==> src/rtl/uart_tx_sched.sv <==
// uart_tx_sched: shares one UART transmitter between NUM_REQ byte sources.
// A winner is picked in IDLE, its byte is captured, and the transmitter is
// driven through a load strobe (byte_ready) and a start strobe (t_byte).
// The scheduler then waits for tx_done and holds off for GAP_CYCLES clocks
// before it arbitrates again.
// Optional build macro: UART_TX_SCHED_FIXED_PRIO_EN selects fixed priority
// (lowest index wins) in place of round-robin. Without it, round-robin is used.
module uart_tx_sched #(
    parameter int NUM_REQ    = 4,
    parameter int DATA_W     = 8,
    parameter int GAP_CYCLES = 16
) (
    input  logic                        clk,
    input  logic                        rst,
    input  logic [NUM_REQ-1:0]          req,
    input  logic [NUM_REQ*DATA_W-1:0]   req_data,
    output logic [NUM_REQ-1:0]          ack,
    input  logic                        tx_done,
    output logic [DATA_W-1:0]           tx_data,
    output logic                        byte_ready,
    output logic                        t_byte,
    output logic [$clog2(NUM_REQ)-1:0]  grant_id,
    output logic                        busy
);

    localparam int ID_W  = $clog2(NUM_REQ);
    // The counter only has to hold GAP_CYCLES-1.
    localparam int CNT_W = (GAP_CYCLES > 1) ? $clog2(GAP_CYCLES) : 1;

    typedef enum logic [2:0] {
        ST_IDLE  = 3'd0,
        ST_LOAD  = 3'd1,
        ST_START = 3'd2,
        ST_BUSY  = 3'd3,
        ST_GAP   = 3'd4
    } state_t;

    state_t               state_q;
    logic [ID_W-1:0]      grant_id_q;
    logic [DATA_W-1:0]    tx_data_q;
    logic [NUM_REQ-1:0]   ack_q;
    logic                 byte_ready_q;
    logic                 t_byte_q;
    logic                 busy_q;
    logic [CNT_W-1:0]     gap_cnt_q;
`ifndef UART_TX_SCHED_FIXED_PRIO_EN
    logic [ID_W-1:0]      rr_q;
`endif

    logic                 any_req_s;
    logic [ID_W-1:0]      winner_s;
    logic [DATA_W-1:0]    win_data_s;
    logic [NUM_REQ-1:0]   win_onehot_s;

    // Pick the winning requester from the current req vector.
    always_comb begin
        any_req_s = |req;
        winner_s  = '0;
`ifdef UART_TX_SCHED_FIXED_PRIO_EN
        // Walk from the top down so the lowest set index is the last one written.
        for (int i = NUM_REQ - 1; i >= 0; i--) begin
            winner_s = req[i] ? ID_W'(i) : winner_s;
        end
`else
        begin : rr_search
            logic found;
            int   idx;
            found = 1'b0;
            idx   = 0;
            // Search starts just after the last grant and wraps around.
            for (int off = 1; off <= NUM_REQ; off++) begin
                idx      = (int'(rr_q) + off) % NUM_REQ;
                winner_s = (!found && req[ID_W'(idx)]) ? ID_W'(idx) : winner_s;
                found    = found | req[ID_W'(idx)];
            end
        end
`endif
    end

    // Select the winner's byte and build its one-hot acknowledge.
    always_comb begin
        win_data_s   = '0;
        win_onehot_s = '0;
        for (int i = 0; i < NUM_REQ; i++) begin
            win_data_s      = (ID_W'(i) == winner_s) ? req_data[i*DATA_W +: DATA_W] : win_data_s;
            win_onehot_s[i] = (ID_W'(i) == winner_s);
        end
    end

    // Scheduler FSM with registered strobes, capture registers and gap counter.
    always_ff @(posedge clk or negedge rst) begin
        if (!rst) begin
            state_q      <= ST_IDLE;
            grant_id_q   <= '0;
            tx_data_q    <= '0;
            ack_q        <= '0;
            byte_ready_q <= 1'b0;
            t_byte_q     <= 1'b0;
            busy_q       <= 1'b0;
            gap_cnt_q    <= '0;
`ifndef UART_TX_SCHED_FIXED_PRIO_EN
            rr_q         <= ID_W'(NUM_REQ - 1);
`endif
        end else begin
            case (state_q)
                ST_IDLE: begin
                    t_byte_q <= 1'b0;
                    if (any_req_s) begin
                        // Strobes are set on entry so they are high during LOAD.
                        state_q      <= ST_LOAD;
                        grant_id_q   <= winner_s;
                        tx_data_q    <= win_data_s;
                        ack_q        <= win_onehot_s;
                        byte_ready_q <= 1'b1;
                        busy_q       <= 1'b1;
                    end else begin
                        state_q      <= ST_IDLE;
                        ack_q        <= '0;
                        byte_ready_q <= 1'b0;
                        busy_q       <= 1'b0;
                    end
                end
                ST_LOAD: begin
                    state_q      <= ST_START;
                    ack_q        <= '0;
                    byte_ready_q <= 1'b0;
                    t_byte_q     <= 1'b1;
                    busy_q       <= 1'b1;
`ifndef UART_TX_SCHED_FIXED_PRIO_EN
                    rr_q         <= grant_id_q;
`endif
                end
                ST_START: begin
                    // tx_done is not looked at here; a pulse now is ignored.
                    state_q  <= ST_BUSY;
                    t_byte_q <= 1'b0;
                    busy_q   <= 1'b1;
                end
                ST_BUSY: begin
                    if (tx_done) begin
                        if (GAP_CYCLES == 0) begin
                            state_q <= ST_IDLE;
                            busy_q  <= 1'b0;
                        end else begin
                            state_q   <= ST_GAP;
                            gap_cnt_q <= CNT_W'(GAP_CYCLES - 1);
                            busy_q    <= 1'b1;
                        end
                    end else begin
                        state_q <= ST_BUSY;
                        busy_q  <= 1'b1;
                    end
                end
                ST_GAP: begin
                    if (gap_cnt_q == '0) begin
                        state_q <= ST_IDLE;
                        busy_q  <= 1'b0;
                    end else begin
                        state_q   <= ST_GAP;
                        gap_cnt_q <= gap_cnt_q - CNT_W'(1);
                        busy_q    <= 1'b1;
                    end
                end
                default: begin
                    state_q      <= ST_IDLE;
                    ack_q        <= '0;
                    byte_ready_q <= 1'b0;
                    t_byte_q     <= 1'b0;
                    busy_q       <= 1'b0;
                end
            endcase
        end
    end

    assign ack        = ack_q;
    assign tx_data    = tx_data_q;
    assign byte_ready = byte_ready_q;
    assign t_byte     = t_byte_q;
    assign grant_id   = grant_id_q;
    assign busy       = busy_q;

endmodule

==> config.mk <==
export PLATFORM = sky130hd
export DESIGN_NAME = uart_tx_sched
export DESIGN_NICKNAME = d
export VERILOG_FILES = /design/src/rtl/uart_tx_sched.sv
export SDC_FILE = /design/constraint.sdc
export NUM_CORES = 1
export LEC_CHECK = 0
export CORE_MARGIN = 10
export CORE_UTILIZATION = 45
export DETAILED_ROUTE_END_ITERATION = 10
export PLACE_DENSITY = 0.81
export SLEW_MARGIN = 20
export SYNTH_ARGS = -nofsm -noshare
export SYNTH_HDL_FRONTEND = slang
export SYNTH_SLANG_ARGS = --single-unit
export TNS_END_PERCENT = 50
==> constraint.sdc <==
create_clock -name clk -period 4.7 [get_ports clk]
set_input_delay 1.41 -clock clk [delete_from_list [all_inputs] [get_ports clk]]
set_output_delay 1.41 -clock clk [all_outputs]
set_load 0.01 [all_outputs]
Yosys cells after proc, flatten, opt, wreduce, memory -nomap -nowiden
Cells that the tools add are included.
{"block": "classes", "shift": 0, "eq_ne": 9, "bitwise_logic": 2, "mul": 0, "add_sub_neg": 5, "n_lt_le_gt_ge": 4, "n_reduce_logical": 16, "mux": 34, "n_div": 0}
{"operator": "$mux W8", "n": 4}
{"operator": "$lt A2 B4 Y1 const B", "n": 4}
{"operator": "$pmux W4 S2", "n": 2}
{"operator": "$pmux W3 S5", "n": 1}
{"operator": "$mux W4", "n": 3}
{"operator": "$mux W1", "n": 11}
{"operator": "$bmux W1 S2", "n": 4}
{"operator": "$mux W2", "n": 4}
{"operator": "$eq A3 B2 Y1 const B", "n": 2}
{"operator": "$mux W3", "n": 2}
{"operator": "$reduce_or A3 Y1", "n": 2}
{"operator": "$add A2 B1 Y2 const B", "n": 2}
{"operator": "$add A2 B2 Y2 const B", "n": 2}
{"operator": "$eq A2 B2 Y1 const A", "n": 2}
{"operator": "$logic_not A4 Y1", "n": 1}
{"operator": "$ne A2 B2 Y1 const B", "n": 2}
{"operator": "$pmux W1 S2", "n": 2}
{"operator": "$reduce_or A4 Y1", "n": 1}
{"operator": "$sub A4 B1 Y4 const B", "n": 1}
{"operator": "$eq A3 B1 Y1 const B", "n": 1}
{"operator": "$eq A3 B3 Y1 const B", "n": 1}
{"operator": "$logic_and A1 B1 Y1", "n": 3}
{"operator": "$logic_not A1 Y1", "n": 3}
{"operator": "$logic_not A3 Y1", "n": 1}
{"operator": "8 further kinds", "n": 9}
{"block": "totals", "ram_bits": 0, "out_inout_bits": 17, "regBits": 26, "romBits": 0, "latch_bits": 0, "memories": 0}

Longest topological paths before layout
{"block": "depth", "ltp_word": 14, "mapped_depth": 7, "depth_no_buf": 6}

Least setup slack after synthesis
No wires, ideal clock.
{"block": "synth_timing", "path_type": "input to register", "startpoint": "input port req[1]", "endpoint": "register tx_data_q[3] (netlist: tx_data[3])", "t_required_ns": 4.572, "path_buffers": 2, "arrival_time_ns": 2.731, "setup_time_ns": 0.128, "slack_ns": 1.841, "path_stages": 7, "path_cell_list": "or4_1 > buf_2 > and2_4 > and3_4 > buf_6 > a32oi_1 > nand3_1"}
{"block": "synth_via", "elab_chain_len": 13, "elab_cells_between_ends": 34, "classes_between": "3 x eq/ne; 20 x mux; 2 x bitwise; 9 x reduce/logical"}
{"item": "from (decl)", "line_no": "15", "source": "input logic [NUM_REQ-1:0] req,"}
{"item": "$bmux W1 S2", "line_no": "73, 74"}
{"item": "$mux W1 (not written as such) (2 in a row)", "line_no": "73, 74"}
{"item": "$logic_not A1 Y1 / $or A1 B1 Y1 (equally long branches)", "line_no": "73, 74"}
{"item": "$logic_and A1 B1 Y1, or another cell as far along", "line_no": "73", "source": "winner_s = (!found && req[ID_W'(idx)]) ? ID_W'(idx) : winner_s;"}
{"item": "$mux W2, or another cell as far along", "line_no": "73"}
{"item": "$mux W2 / $logic_and A1 B1 Y1 (equally long branches)", "line_no": "73"}
{"item": "$mux W2", "line_no": "73"}
{"item": "$logic_not A2 Y1", "line_no": "85", "source": "win_data_s = (ID_W'(i) == winner_s) ? req_data[i*DATA_W +: DATA_W] : win_data_s;"}
{"item": "$mux W8 (4 in a row)", "line_no": "85"}
{"item": "to (signal assigned)", "line_no": "112", "source": "tx_data_q <= win_data_s;"}
{"item": "to (decl)", "line_no": "40", "source": "logic [DATA_W-1:0] tx_data_q;"}
Parallel ways exist; a longest one is shown, timed or not. The select of a mux whose other input is x is not followed.
A chain may end at the register's enable or synchronous reset.

Worst setup path in the final report
{"block": "layout_timing", "startpoint": "input port req[1]", "endpoint": "register tx_data_q[2] (netlist: tx_data[2])"}
Same word-level chain as after synthesis.

==> flow_summary.yaml <==
sta:
  fmax_ghz: 0.310
  timing.final.crit_share_pct: 68.7
  finalSetupViolations: 0
  tightestPinTransition_ns: 0.699
  fin_skew_ns: 0.00906
  hold_viol_final: 0
  period_minus_slack_ns: 3.23
  max_slew_margin_pct: 53.3
  slew_violations: 0
  hold_slack_ns: 0.496
  rsz0062_at_grt: "false"
  finalSetupTns_ns: 0
synthesis:
  synth_edf_count: 0
  syn-cell-area_um2: 1450
  yosys_warnings: 0
  async_flop_share_pct: 100
  syn_avg_cell_area_um2: 9.32
  synthCells: 155
  synth_flop_cell: "dfrtp_1"
  synth_seq_cells: 26
  synth.distinct_cells: 34
  yosysSeqAreaShare_pct: 45.2
  syn_nets: 195
final_layout:
  n_antenna_cell: 0
  final_common_cell: "clkdlybuf4s50_1"
  nets: 248
  num-fill-cells: 265
  fin_area_um2: 2070
  final_cell_mix: "clkdlybuf4s50_1 (54), dfrtp_1 (24), nand3_1 (21)"
  synthToLayoutAreaGrowth_pct: 43.5
  final_layout_size_suffix_gt1_share_pct: 6.76
cts:
  cts_made_buffers: 3
  cts_setup_buffers: 0
  cts_tree: "done"
  cts_resized: 0
  cts.path.max_buffers: 2
  htree_levels: 1
  path_clk_slew_ns: 0.15
  hold_buffers: 0
  clk_latency_ns: 0.33
  clock-sinks: 26
  cts-root-buf: "clkbuf_4"
global_routing:
  grt_pass1_wl_um: 7130
  grt_overflow: 0
  antenna_found_initial: 0
  grt_usage_pct: 14.2
  grt_pass1_vias: 1481
  grt_max_degree: 27
critical_path:
  end_kind: "flop"
  startpoint_type: "input pin"
  critPathSlowestCell: "or4_1"
  worstSetupPathType: "in -> reg"
  r2r_cells: 4
  path_depth: 6
  critPathMaxFanout: 14
  worst-path-buf-inv: 1
  cp_top_family: "simple AND/OR/NAND/NOR gates"
  cp.required_ns: 4.92
  cp_cell_sequence: "clkdlybuf4s50_1 -> or4_1 -> and2_4 -> and3_4 -> a32oi_1 -> nand3_1"
  cpPeakStageDelay_ns: 0.78
  arrival_ns: 3.45
floorplanning:
  die_w_um: 76.7
  die_y_um: 76.7
  std_cell_rows: 20
  io-pin-count: 56
  start_util_pct: 47.3
  core_area_um2: 3050
  dieArea_um2: 5880
route:
  routed-via-count: 1423
  drtIter0Drc: 126
  via_per_inst: 5.67
  ant_nets: 0
  drc: 0
  wl_um: 4260
  dr.pass1.iters: 4
  routedWlPerCell_um: 17.0
hold_path:
  holdPathStages: 1
  worstHoldPathType: "reg -> reg"
power_and_ir_drop:
  p_clk_share_pct: 13.5
  leakagePower_nw: 0.870
  seqPwrFrac_pct: 35.7
  net-switching-power_w: 0.000442
  peakVddDrop_uv: 243
  p_int_w: 0.000709
  finalPower_w: 0.00115
  swShare_pct: 38.4
  power_density_nw_per_um2: 555
  p_comb_share_pct: 50.8
place:
  placed_cell_area_um2: 2020
  gp_congestion: 0.783
  dp_hpwl_um: 3420
  port_buffers: 55
run_status:
  status: "finished, final reports clean"
run:
  cap_violations: 0
## path summary, 6_finish.rpt
check	startpoint	to	slack [ns]
worst min register to register	gap_cnt_q[0]$_DFFE_PN0P_	gap_cnt_q[0]$_DFFE_PN0P_	0.50
worst max-delay path	req[1]	tx_data[2]$_DFFE_PN0P_	1.47
max in group asynchronous	rst	tx_data[3]$_DFFE_PN0P_	3.27
worst max register to register	state_q[2]$_DFF_PN0_	tx_data[2]$_DFFE_PN0P_	2.64
worst min-delay path	gap_cnt_q[0]$_DFFE_PN0P_	gap_cnt_q[0]$_DFFE_PN0P_	0.50
min in group asynchronous	rst	gap_cnt_q[3]$_DFFE_PN0P_	1.04
## per-stage QoR
step	utilization, %	setup WS, ns	cells
2_1_floorplan	-	1.84	155
3_3_place_gp	66.2	1.21	247
3_5_place_dp	66.1	1.15	247
4_1_cts	67.8	1.48	251
5_1_grt	68.0	1.35	251
6_report	68.0	1.47	251
## logic make-up (layout without fill, tap and decap cells)
kind of cell / after synthesis / count (layout) / synth area share, %
AND/OR/NAND/NOR: 61 / 61 / 21.2
XOR/XNOR: 2 / 2 / 1.21
adder cells (fa/ha/maj): 1 / 1 / 0.866
AO/OA/AOI/OAI: 39 / 39 / 18.4
buffers and inverters: 13 / 65 / 4.07
flip-flops: 26 / 26 / 45.2
multiplexers: 13 / 13 / 9.09
## sequential cells by signal (all words and copies together) (netlist names)
name        count
tx_data         8
rr_q            2
grant_id        2
ack             4
t_byte          1
gap_cnt_q       4
busy            1
state_q         3
byte_ready      1
## routing by layer
| metal | global-route usage (%) | up-vias | part of all wire, % |
|---|---|---|---|
| li1 | - | 679 | - |
| met1 | 17.1 | 684 | 41 |
| met2 | 24.5 | 56 | 52 |
| met3 | 3.38 | 4 | 6.2 |
| met4 | 4.28 | 0 | 1.1 |
| met5 | 0 | - | 0 |
## worst reg2reg max path: cells and delay by family (launching register included)
kind	cells	cell delay, ns
AO/OA/AOI/OAI	1	0.29
flip-flops	1	0.49
AND/OR/NAND/NOR	3	1.17
## power groups by stage
| stage | registers [W] | logic (W) | clock network (W) |
|---|---|---|---|
| 3_5_place_dp | 0.000414 | 0.000589 | 0 |
| 5_1_grt | 0.000427 | 0.000647 | 0.000165 |
| 6_report | 0.000411 | 0.000585 | 0.000155 |
| 2_1_floorplan | 0.000421 | 0.000318 | 0 |
| 4_1_cts | 0.000409 | 0.000592 | 0.000158 |
| 3_3_place_gp | 0.000408 | 0.000564 | 0 |
## final cells by class
type / instances / area, um^2 / area share, %
multi-input cells: 116 / 738 / 35.6
flip-flops and latches: 26 / 653 / 31.5
repair buffers: 57 / 561 / 27.0
well taps: 44 / 55.1 / 2.65
clock inverters: 1 / 30.0 / 1.45
clock buffers: 3 / 22.5 / 1.09
inverters: 4 / 15.0 / 0.724
## cells in the mapped netlist, types with 2 or more instances
cell type,count,area share [%]
a21o_1,2,1.0
a21oi_1,13,4.5
a22o_1,2,1.2
a31oi_1,2,0.87
a32o_1,2,1.4
a32oi_1,5,3.0
and3_1,2,0.87
buf_2,2,0.69
clkbuf_1,6,1.6
dfrtp_1,24,42
dfstp_2,2,3.6
inv_1,4,1.0
mux2i_1,12,8.3
nand2_1,17,4.4
nand2b_1,4,1.7
nand3_1,21,7.3
nor2_1,7,1.8
nor3_1,3,1.0
o21ai_0,4,1.4
o21bai_1,2,1.0
o221ai_1,3,1.8
o22ai_1,2,0.87
or4_1,2,1.0
xor2_1,2,1.2
Note: power is estimated with default switching activity, not from simulation.
